$ cat src/rtl/ceyloniac_instruction_fetch_unit.sv
// Multi-cycle instruction fetch controller: issues memory read requests, hands
// each returned word to the instruction register with a one-cycle strobe, and owns the PC.
module ceyloniac_instruction_fetch_unit #(
  parameter int                    ADDR_WIDTH  = 32,
  parameter int                    INSTR_WIDTH = 32,
  parameter logic [ADDR_WIDTH-1:0] RESET_PC    = '0,
  parameter int                    PC_STEP     = 4
) (
  input  logic                   clk,
  input  logic                   reset,
  input  logic                   fetch_en,
  input  logic                   stall,
  input  logic                   branch_valid,
  input  logic [ADDR_WIDTH-1:0]  branch_target,
  output logic [ADDR_WIDTH-1:0]  mem_addr,
  output logic                   mem_read,
  input  logic                   mem_ready,
  input  logic [INSTR_WIDTH-1:0] mem_rdata,
  output logic [INSTR_WIDTH-1:0] instruction,
  output logic                   ir_write,
  output logic [ADDR_WIDTH-1:0]  pc,
  output logic [ADDR_WIDTH-1:0]  instr_pc,
  output logic                   busy
);

  typedef enum logic [1:0] {
    IDLE  = 2'd0,
    REQ   = 2'd1,
    WRITE = 2'd2
  } state_t;

  state_t                state_q;
  state_t                state_d;
  logic                  flush_q;
  logic [ADDR_WIDTH-1:0] flush_target_q;
  logic [ADDR_WIDTH-1:0] target_aligned;
  logic [ADDR_WIDTH-1:0] pc_after_write;
  logic                  go_fetch;
  logic                  discard;

  assign target_aligned = branch_target & ~ADDR_WIDTH'(3);
  assign go_fetch       = fetch_en && !stall;
  // A response is thrown away if any branch arrived while it was outstanding,
  // including one arriving on the very edge the data returns.
  assign discard        = flush_q || branch_valid;
  assign pc_after_write = branch_valid ? target_aligned : pc;

  assign mem_read = (state_q == REQ);
  assign busy     = (state_q == REQ);
  assign ir_write = (state_q == WRITE);

  // NOTE: every always_comb output gets a default before the case so no path
  // leaves it unassigned; otherwise synthesis infers a latch.
  always_comb begin
    state_d = state_q;
    unique case (state_q)
      IDLE:    if (!branch_valid && go_fetch) state_d = REQ;
      REQ:     if (mem_ready) state_d = discard ? IDLE : WRITE;
      WRITE:   state_d = go_fetch ? REQ : IDLE;
      default: state_d = IDLE;
    endcase
  end

  // NOTE: sequential state uses non-blocking assignments so every register
  // samples pre-edge values regardless of statement order.
  always_ff @(posedge clk) begin
    if (reset) state_q <= IDLE;
    else       state_q <= state_d;
  end

  always_ff @(posedge clk) begin
    if (reset) begin
      pc             <= RESET_PC;
      mem_addr       <= RESET_PC;
      instruction    <= '0;
      instr_pc       <= '0;
      flush_q        <= 1'b0;
      flush_target_q <= '0;
    end else begin
      unique case (state_q)
        IDLE: begin
          if (branch_valid) pc <= target_aligned;
          else if (go_fetch) mem_addr <= pc;
        end
        REQ: begin
          if (mem_ready) begin
            flush_q <= 1'b0;
            if (discard) begin
              pc <= branch_valid ? target_aligned : flush_target_q;
            end else begin
              instruction <= mem_rdata;
              instr_pc    <= mem_addr;
              pc          <= pc + ADDR_WIDTH'(PC_STEP);
            end
          end else if (branch_valid) begin
            flush_q        <= 1'b1;
            flush_target_q <= target_aligned;
          end
        end
        WRITE: begin
          // A branch here overrides the increment applied on delivery.
          pc <= pc_after_write;
          if (go_fetch) mem_addr <= pc_after_write;
        end
        default: ;
      endcase
    end
  end

endmodule
$ cat config.mk
export PLATFORM = sky130hd
export DESIGN_NAME = ceyloniac_instruction_fetch_unit
export DESIGN_NICKNAME = d
export VERILOG_FILES = /design/src/rtl/ceyloniac_instruction_fetch_unit.sv
export SDC_FILE = /design/constraint.sdc
export NUM_CORES = 1
export LEC_CHECK = 0
export BUFFER_PORTS_ARGS = -buffer_cell sky130_fd_sc_hd__buf_2
export CAP_MARGIN = 20
export CELL_PAD_IN_SITES_DETAIL_PLACEMENT = 1
export CELL_PAD_IN_SITES_GLOBAL_PLACEMENT = 1
export CORE_ASPECT_RATIO = 0.9
export CORE_UTILIZATION = 34
export CTS_CLUSTER_DIAMETER = 120
export CTS_CLUSTER_SIZE = 14
export DETAILED_ROUTE_END_ITERATION = 10
export HOLD_SLACK_MARGIN = 0.1
export PLACE_DENSITY_LB_ADDON = 0.08
export SLEW_MARGIN = 20
export SYNTH_ARGS = -nofsm -noshare
export SYNTH_HDL_FRONTEND = slang
export SYNTH_SLANG_ARGS = --single-unit
$ cat constraint.sdc
create_clock -name clk -period 1.8 [get_ports clk]
set_clock_uncertainty 0.05 [all_clocks]
set_input_delay 0.36 -clock clk [delete_from_list [all_inputs] [get_ports clk]]
set_output_delay 0.36 -clock clk [all_outputs]
set_load 0.02 [all_outputs]
==> reports/metrics.cfg, run 1 <==
[run_status]
outcome = finished, violations left
violations = setup timing

[floorplan]
die_w_um = 162
fp.coreArea_mm2 = 0.0226
initial_utilization_pct = 34.7
dieHeight_um = 146
io_pins = 201
dieArea_mm2 = 0.0237
rows = 52

[critical_path]
reg2reg_from = pc[11]
crit_start = pc[11]
cp-end-kind = flop
arrival_ns = 2.16
start_kind = flop
crit_required_ns = 2.09
critPathKind = flop to flop
reg2reg_depth = 4
cp_max_fo = 4

[pwr]
ir_drop_uv = 516
p_per_area_mw_per_mm2 = 798
clock_power_share_pct = 44.1
seq_power_share_pct = 42.4
power_leakage_uw = 0.00455
switching_share_pct = 28.0
power.internal_uw = 6410
p_comb_share_pct = 13.6
switchingPower_uw = 2490

[timing]
min_period_over_period_pct = 104
rsz0062_at_grt = true
hold_ws_ns = 0.112
relSlewSlack_pct = 66.5
worstMarginPinSlew_ns = 0.498
setup_ws_ns = -0.0767
drv_slew = 0
fmaxAchievable_mhz = 533
final.setup.tns_ns = -0.264
timing.final.crit_period_ns = 1.88
setup_viol_count_final = 6
hold_violations = 0

[routing]
drc_errors = 0
first_pass_iters = 5
drt_iter0_markers = 527
final_antenna_net_count = 0
wire_per_inst_um = 19.0
viasPerCell = 5.32
num_vias = 8716
wl_um = 31100

[clock_network]
cts_tree = built
root_buffer = clkbuf_16
clock_tree.buffer_depth = 2
path_clk_slew_ns = 0.07
cts-buffers-inserted = 17
cts.sinks = 163
h-tree-depth = 4
clk_latency_ns = 0.43

[place]
io_buffers = 198
postPlaceCellArea_mm2 = 0.0101
hpwl_um = 22500
post-place-cells = 1579
pre_cts_ws_ns = -0.0922
gp_congestion = 0.861

[final_layout]
fin_area_mm2 = 0.0112
nets = 1399
multi_input_area_mm2 = 0.00429
register_area_mm2 = 0.00331
drive_gt1_share_pct = 30.8
fin_cells = 1638
fillers = 2824
area_growth_pct = 42.3

[min_path]
min_path_cells = 3
hold_start = mem_rdata[24]
hold_path.class = input pin to flop

[synthesis]
synth_commonest_cells = nand2_1, a21oi_1, dfxtp_1, clkbuf_1, nor2_1
async_reset_ff_share_pct = 0
syn_area_mm2 = 0.00784
syn_avg_cell_area_um2 = 7.42
ys.warnings.count = 0
yosysMostFrequentCell = nand2_1
synth_top_area_cell = dfxtp_1
synth.area.top_cells = dfxtp_1, nand2_1, a21oi_1
yosys.cell_types.count = 49
ys_seq_area_share_pct = 41.6
synth_fp_nets = 1128
synth_edf_count = 0
synth_cells = 1057
ys_ff_latch = 163
ys.flop_type = dfxtp_1
yosys.area.top_type_share_pct = 41.6

[grt]
grt_usage_pct = 26.4
grt_first_pass_wirelength_um = 48700
antenna_found_initial = 1
gr-total-overflow = 0
grt_pass1_vias = 8575
grt_max_degree = 49

[run]
drv_cap = 0

logic make-up (layout without fill, tap and decap cells):
kind of cell,after synthesis,count (layout),synth area share (%)
AND/OR/NAND/NOR,418,418,23.6
AO/OA/AOI/OAI,318,318,24.1
flip-flops,163,163,41.6
buffers and inverters,118,401,5.89
XOR/XNOR,21,21,2.35
multiplexers,18,18,2.31
adder cells (fa/ha/maj),1,1,0.160
other,0,1,0
critical path, stage by stage (launching register included):
cell	delay (ns)
dfxtp_2	0.36
nand4_4	0.17
or3_4	0.40
or4_4	0.51
a2111oi_4	0.29
layout make-up:
| type | instances | share of cell area (%) |
|---|---|---|
| sequential | 163 | 29.7 |
| clock buffer | 17 | 3.81 |
| clock inverter | 14 | 1.72 |
| antenna | 1 | 0.0224 |
| inverter | 27 | 0.908 |
| multi-input combinational | 776 | 38.4 |
| timing repair buffer | 343 | 22.1 |
| tap | 297 | 3.33 |
flip-flops by register name, indices dropped and copies added, names as in the netlist:
name,flops
mem_addr,32
pc,32
flush_target_q,32
instr_pc,32
state_q,2
instruction,32
flush_q,1
cell usage in the layout (no fill, tap or decap), types with 7 or more instances in the layout:
cell	count
nor2b_1	29
o221ai_1	28
nand2_1	234
clkbuf_16	17
a31oi_1	12
nand2b_1	9
buf_4	103
inv_1	27
mux2i_1	17
a21oi_1	174
buf_2	193
buf_12	23
dfxtp_1	143
nand3_1	28
xnor2_1	17
a211oi_1	14
dfxtp_4	8
nor3_1	7
dfxtp_2	12
o21ai_0	49
nor2_1	63
nand4_1	13
dlygate4sd3_1	17
stage by stage:
| stage | power [µW] | util (%) |
|---|---|---|
| 6_report | 8900 | 49.4 |
| 5_1_grt | 9250 | 49.4 |
| 4_1_cts | 8960 | 48.6 |
| 3_5_place_dp | 5000 | 44.6 |
| 3_3_place_gp | 4980 | 44.6 |
| 2_1_floorplan | 4460 | - |
power groups by stage:
stage	Sequential [µW]	Clock, µW	Combinational [µW]
4_1_cts	3770	4010	1180
5_1_grt	3780	4160	1300
6_report	3770	3920	1210
3_5_place_dp	3850	0	1140
3_3_place_gp	3850	0	1130
2_1_floorplan	3950	0	508
routing by layer:
layer	part of all wire, %	vias up	GRT usage [%]
li1	-	4208	-
met1	47	4255	36.1
met2	47	229	43.0
met3	5.0	24	4.49
met4	1.4	0	6.70
met5	0	-	0
final timing paths:
path | endpoint | slack [ns]
worst max register to register | pc[27] | -0.08
worst max-delay path | pc[27] | -0.08
worst min register to register | instr_pc[2] | 0.40
worst min-delay path | instruction[24] | 0.11
repair_timing:
| item | 4_1_cts | 5_1_grt |
|---|---|---|
| pin swaps | 11 | 14 |
| cloned | 1 | 0 |
| endpoints found under the setup margin | 8 | 24 |
| hold buffers | 17 | 0 |
| resized for setup | 18 | 31 |
| setup buffers | 2 | 8 |
| hold endpoints to repair | 17 | 0 |
No activity file was read; power rests on OpenSTA's default activity.
==> run 2: changes to the inputs <==
==> constraint.sdc (replaced) <==
create_clock -name clk -period 1.56 [get_ports clk]
set_clock_uncertainty 0.05 [all_clocks]
set_input_delay 0.312 -clock clk [delete_from_list [all_inputs] [get_ports clk]]
set_output_delay 0.312 -clock clk [all_outputs]
set_load 0.005 [all_outputs]
==> run 2 against run 1 <==
  * The run still ends with setup timing left
  * Highest routed layer unchanged
  * Final cell count is 5.9% higher
  * Cell area is 17% higher
  * Largest power group is now registers
  * Global-route usage is 1.4 points higher
  * Fmax is 0.47% higher
  * Power is 16% higher
==> reports/metrics.cfg, run 2 (synthesized netlist as in run 1, its figures left out) <==
[floorplan]
dieArea_mm2 = 0.0237  ; unchanged
io_pins = 201  ; unchanged
initial_utilization_pct = 34.7  ; unchanged
fp.coreArea_mm2 = 0.0226  ; unchanged
rows = 52  ; unchanged
die_w_um = 162  ; unchanged
dieHeight_um = 146  ; unchanged

[clock_network]
clk_latency_ns = 0.44  ; about the same
root_buffer = clkbuf_16
cts.sinks = 163  ; unchanged
clock_tree.buffer_depth = 2  ; unchanged
path_clk_slew_ns = 0.08  ; about the same
cts_tree = built
h-tree-depth = 4  ; unchanged
cts-buffers-inserted = 17  ; unchanged

[critical_path]
arrival_ns = 2.16  ; about the same
cp-end-kind = flop
start_kind = flop
cp_max_fo = 4  ; unchanged
reg2reg_from = pc[6]
reg2reg_slack_ns = -0.31  ; -0.23 ns
crit_path_cell_trace = nand3_4, or2_4, or4_4, a2111oi_4
reg2reg_to = pc[27]
max_stage_delay_ns = 0.52  ; about the same
cp_slowest_cell = or4_4
reg2reg_depth = 4  ; unchanged
critPathKind = flop to flop
crit_required_ns = 1.85  ; -0.24 ns

[run_status]
outcome = finished, violations left
violations = setup timing

[pwr]
ir_drop_uv = 527  ; +2.2%
p_per_area_mw_per_mm2 = 787  ; -1.4%
finalPower_uw = 10300  ; +16%
power_leakage_uw = 0.00545  ; +20%

[timing]
min_period_over_period_pct = 120  ; +15 points
rsz0062_at_grt = true
setup_ws_ns = -0.308  ; -0.231 ns
timing.final.crit_period_ns = 1.87  ; -0.00881 ns
relSlewSlack_pct = 69.8  ; +3.3 points
setup_viol_count_final = 69  ; +63
fmaxAchievable_mhz = 535  ; +0.47%
drv_slew = 0  ; unchanged
hold_violations = 0  ; unchanged
worstMarginPinSlew_ns = 0.448  ; -0.0502 ns

[grt]
grt_max_degree = 36  ; -27%
grt_usage_pct = 27.8  ; +1.4 points
gr-total-overflow = 0  ; unchanged
grt_pass1_vias = 9301  ; +8.5%
grt_first_pass_wirelength_um = 51700  ; +6.1%
antenna_found_initial = 0  ; -1

[final_layout]
final_common_cell = nand2_1
drive_gt1_share_pct = 42.6  ; +12 points
nets = 1495  ; +6.9%
antenna_cells = 0  ; -1
fillers = 2661  ; -5.8%
fin_cells = 1734  ; +5.9%
final_cell_mix = nand2_1, buf_2, dfxtp_1, a21oi_1, buf_4
post-route-util_pct = 58.1  ; +8.6 points
area_growth_pct = 67.1

[place]
io_buffers = 198  ; unchanged
post-place-cells = 1610  ; +2.0%
hpwl_um = 22600  ; +0.43%
gp_congestion = 0.865  ; +0.48%

[routing]
first_pass_iters = 5  ; unchanged
highest_layer = met4
wl_um = 36400  ; +17%
met2_length_um = 17300  ; +19%
drt_iter0_markers = 565  ; +7.2%
wire_per_inst_um = 21.0  ; +11%
viasPerCell = 5.43  ; +2.1%
num_vias = 9422  ; +8.1%
final_antenna_net_count = 0  ; unchanged
drc_errors = 0  ; unchanged
wl_met1_um = 16200  ; +11%
wl_met3_um = 1950  ; +24%

[min_path]
min_path_cells = 3  ; unchanged
hold_start = branch_target[27]
hold_path.class = input pin to flop
min_to = flush_target_q[27]

[run]
drv_cap = 0  ; unchanged

run 2: layout make-up:
type                       instances  area, µm²  area share, %
multi-input combinational        776       5190           39.6
timing repair buffer             439       3570           27.2
sequential                       163       3290           25.1
clock buffer                      17        425           3.25
tap                              297        372           2.84
clock inverter                    15        160           1.22
inverter                          27        106          0.811
run 2: worst max path at each step:
stage	start	depth (start not counted)	to	slack, ns
CTS	pc[13]	4	pc[27]	-0.26
global route	pc[3]	7	pc[22]	-0.37
detailed placement	pc[7]	6	pc[31]	-0.34
global placement	pc[7]	6	pc[31]	-0.33
finish	pc[6]	4	pc[27]	-0.31
floorplan	pc[5]	5	pc[27]	-0.28
run 2: layer usage:
layer | up-vias | global-route usage, %
li1 | 4415 | -
met1 | 4656 | 36.5
met2 | 301 | 46.5
met3 | 50 | 5.09
met4 | 0 | 7.59
met5 | - | 0
run 2: repair_timing:
| action | CTS | global route |
|---|---|---|
| gates cloned | 0 | 11 |
| buffers inserted | 18 | 19 |
| pin swaps | 50 | 90 |
| hold endpoints to repair | 54 | 0 |
| endpoints found under the setup margin | 152 | 140 |
| gates resized for setup | 98 | 187 |
| hold buffers | 54 | 0 |
run 2: power breakdown:
group	switching (µW)	internal [µW]	total (µW)
clock	2120	2150	4270
sequential	97.1	4260	4360
combinational	920	775	1700
run 2: critical path, delay by kind of cell, from the launching register on:
kind	cells	cell delay [ns]
flip-flops	1	0.45
AND/OR/NAND/NOR	3	0.97
AO/OA/AOI/OAI	1	0.30
run 2: through the flow:
stage / hold WS, ns / setup WS (ns) / cell area, µm² / TNS [ns]
6_report: 0.116 / -0.308 / 13100 / -6.23
4_1_cts: 0.102 / -0.256 / 12000 / -3.54
3_3_place_gp: 0.388 / -0.334 / 10300 / -11.89
5_1_grt: 0.119 / -0.371 / 13100 / -9.72
3_5_place_dp: 0.393 / -0.339 / 10300 / -15.08
2_1_floorplan: 0.384 / -0.283 / 7980 / -1.41
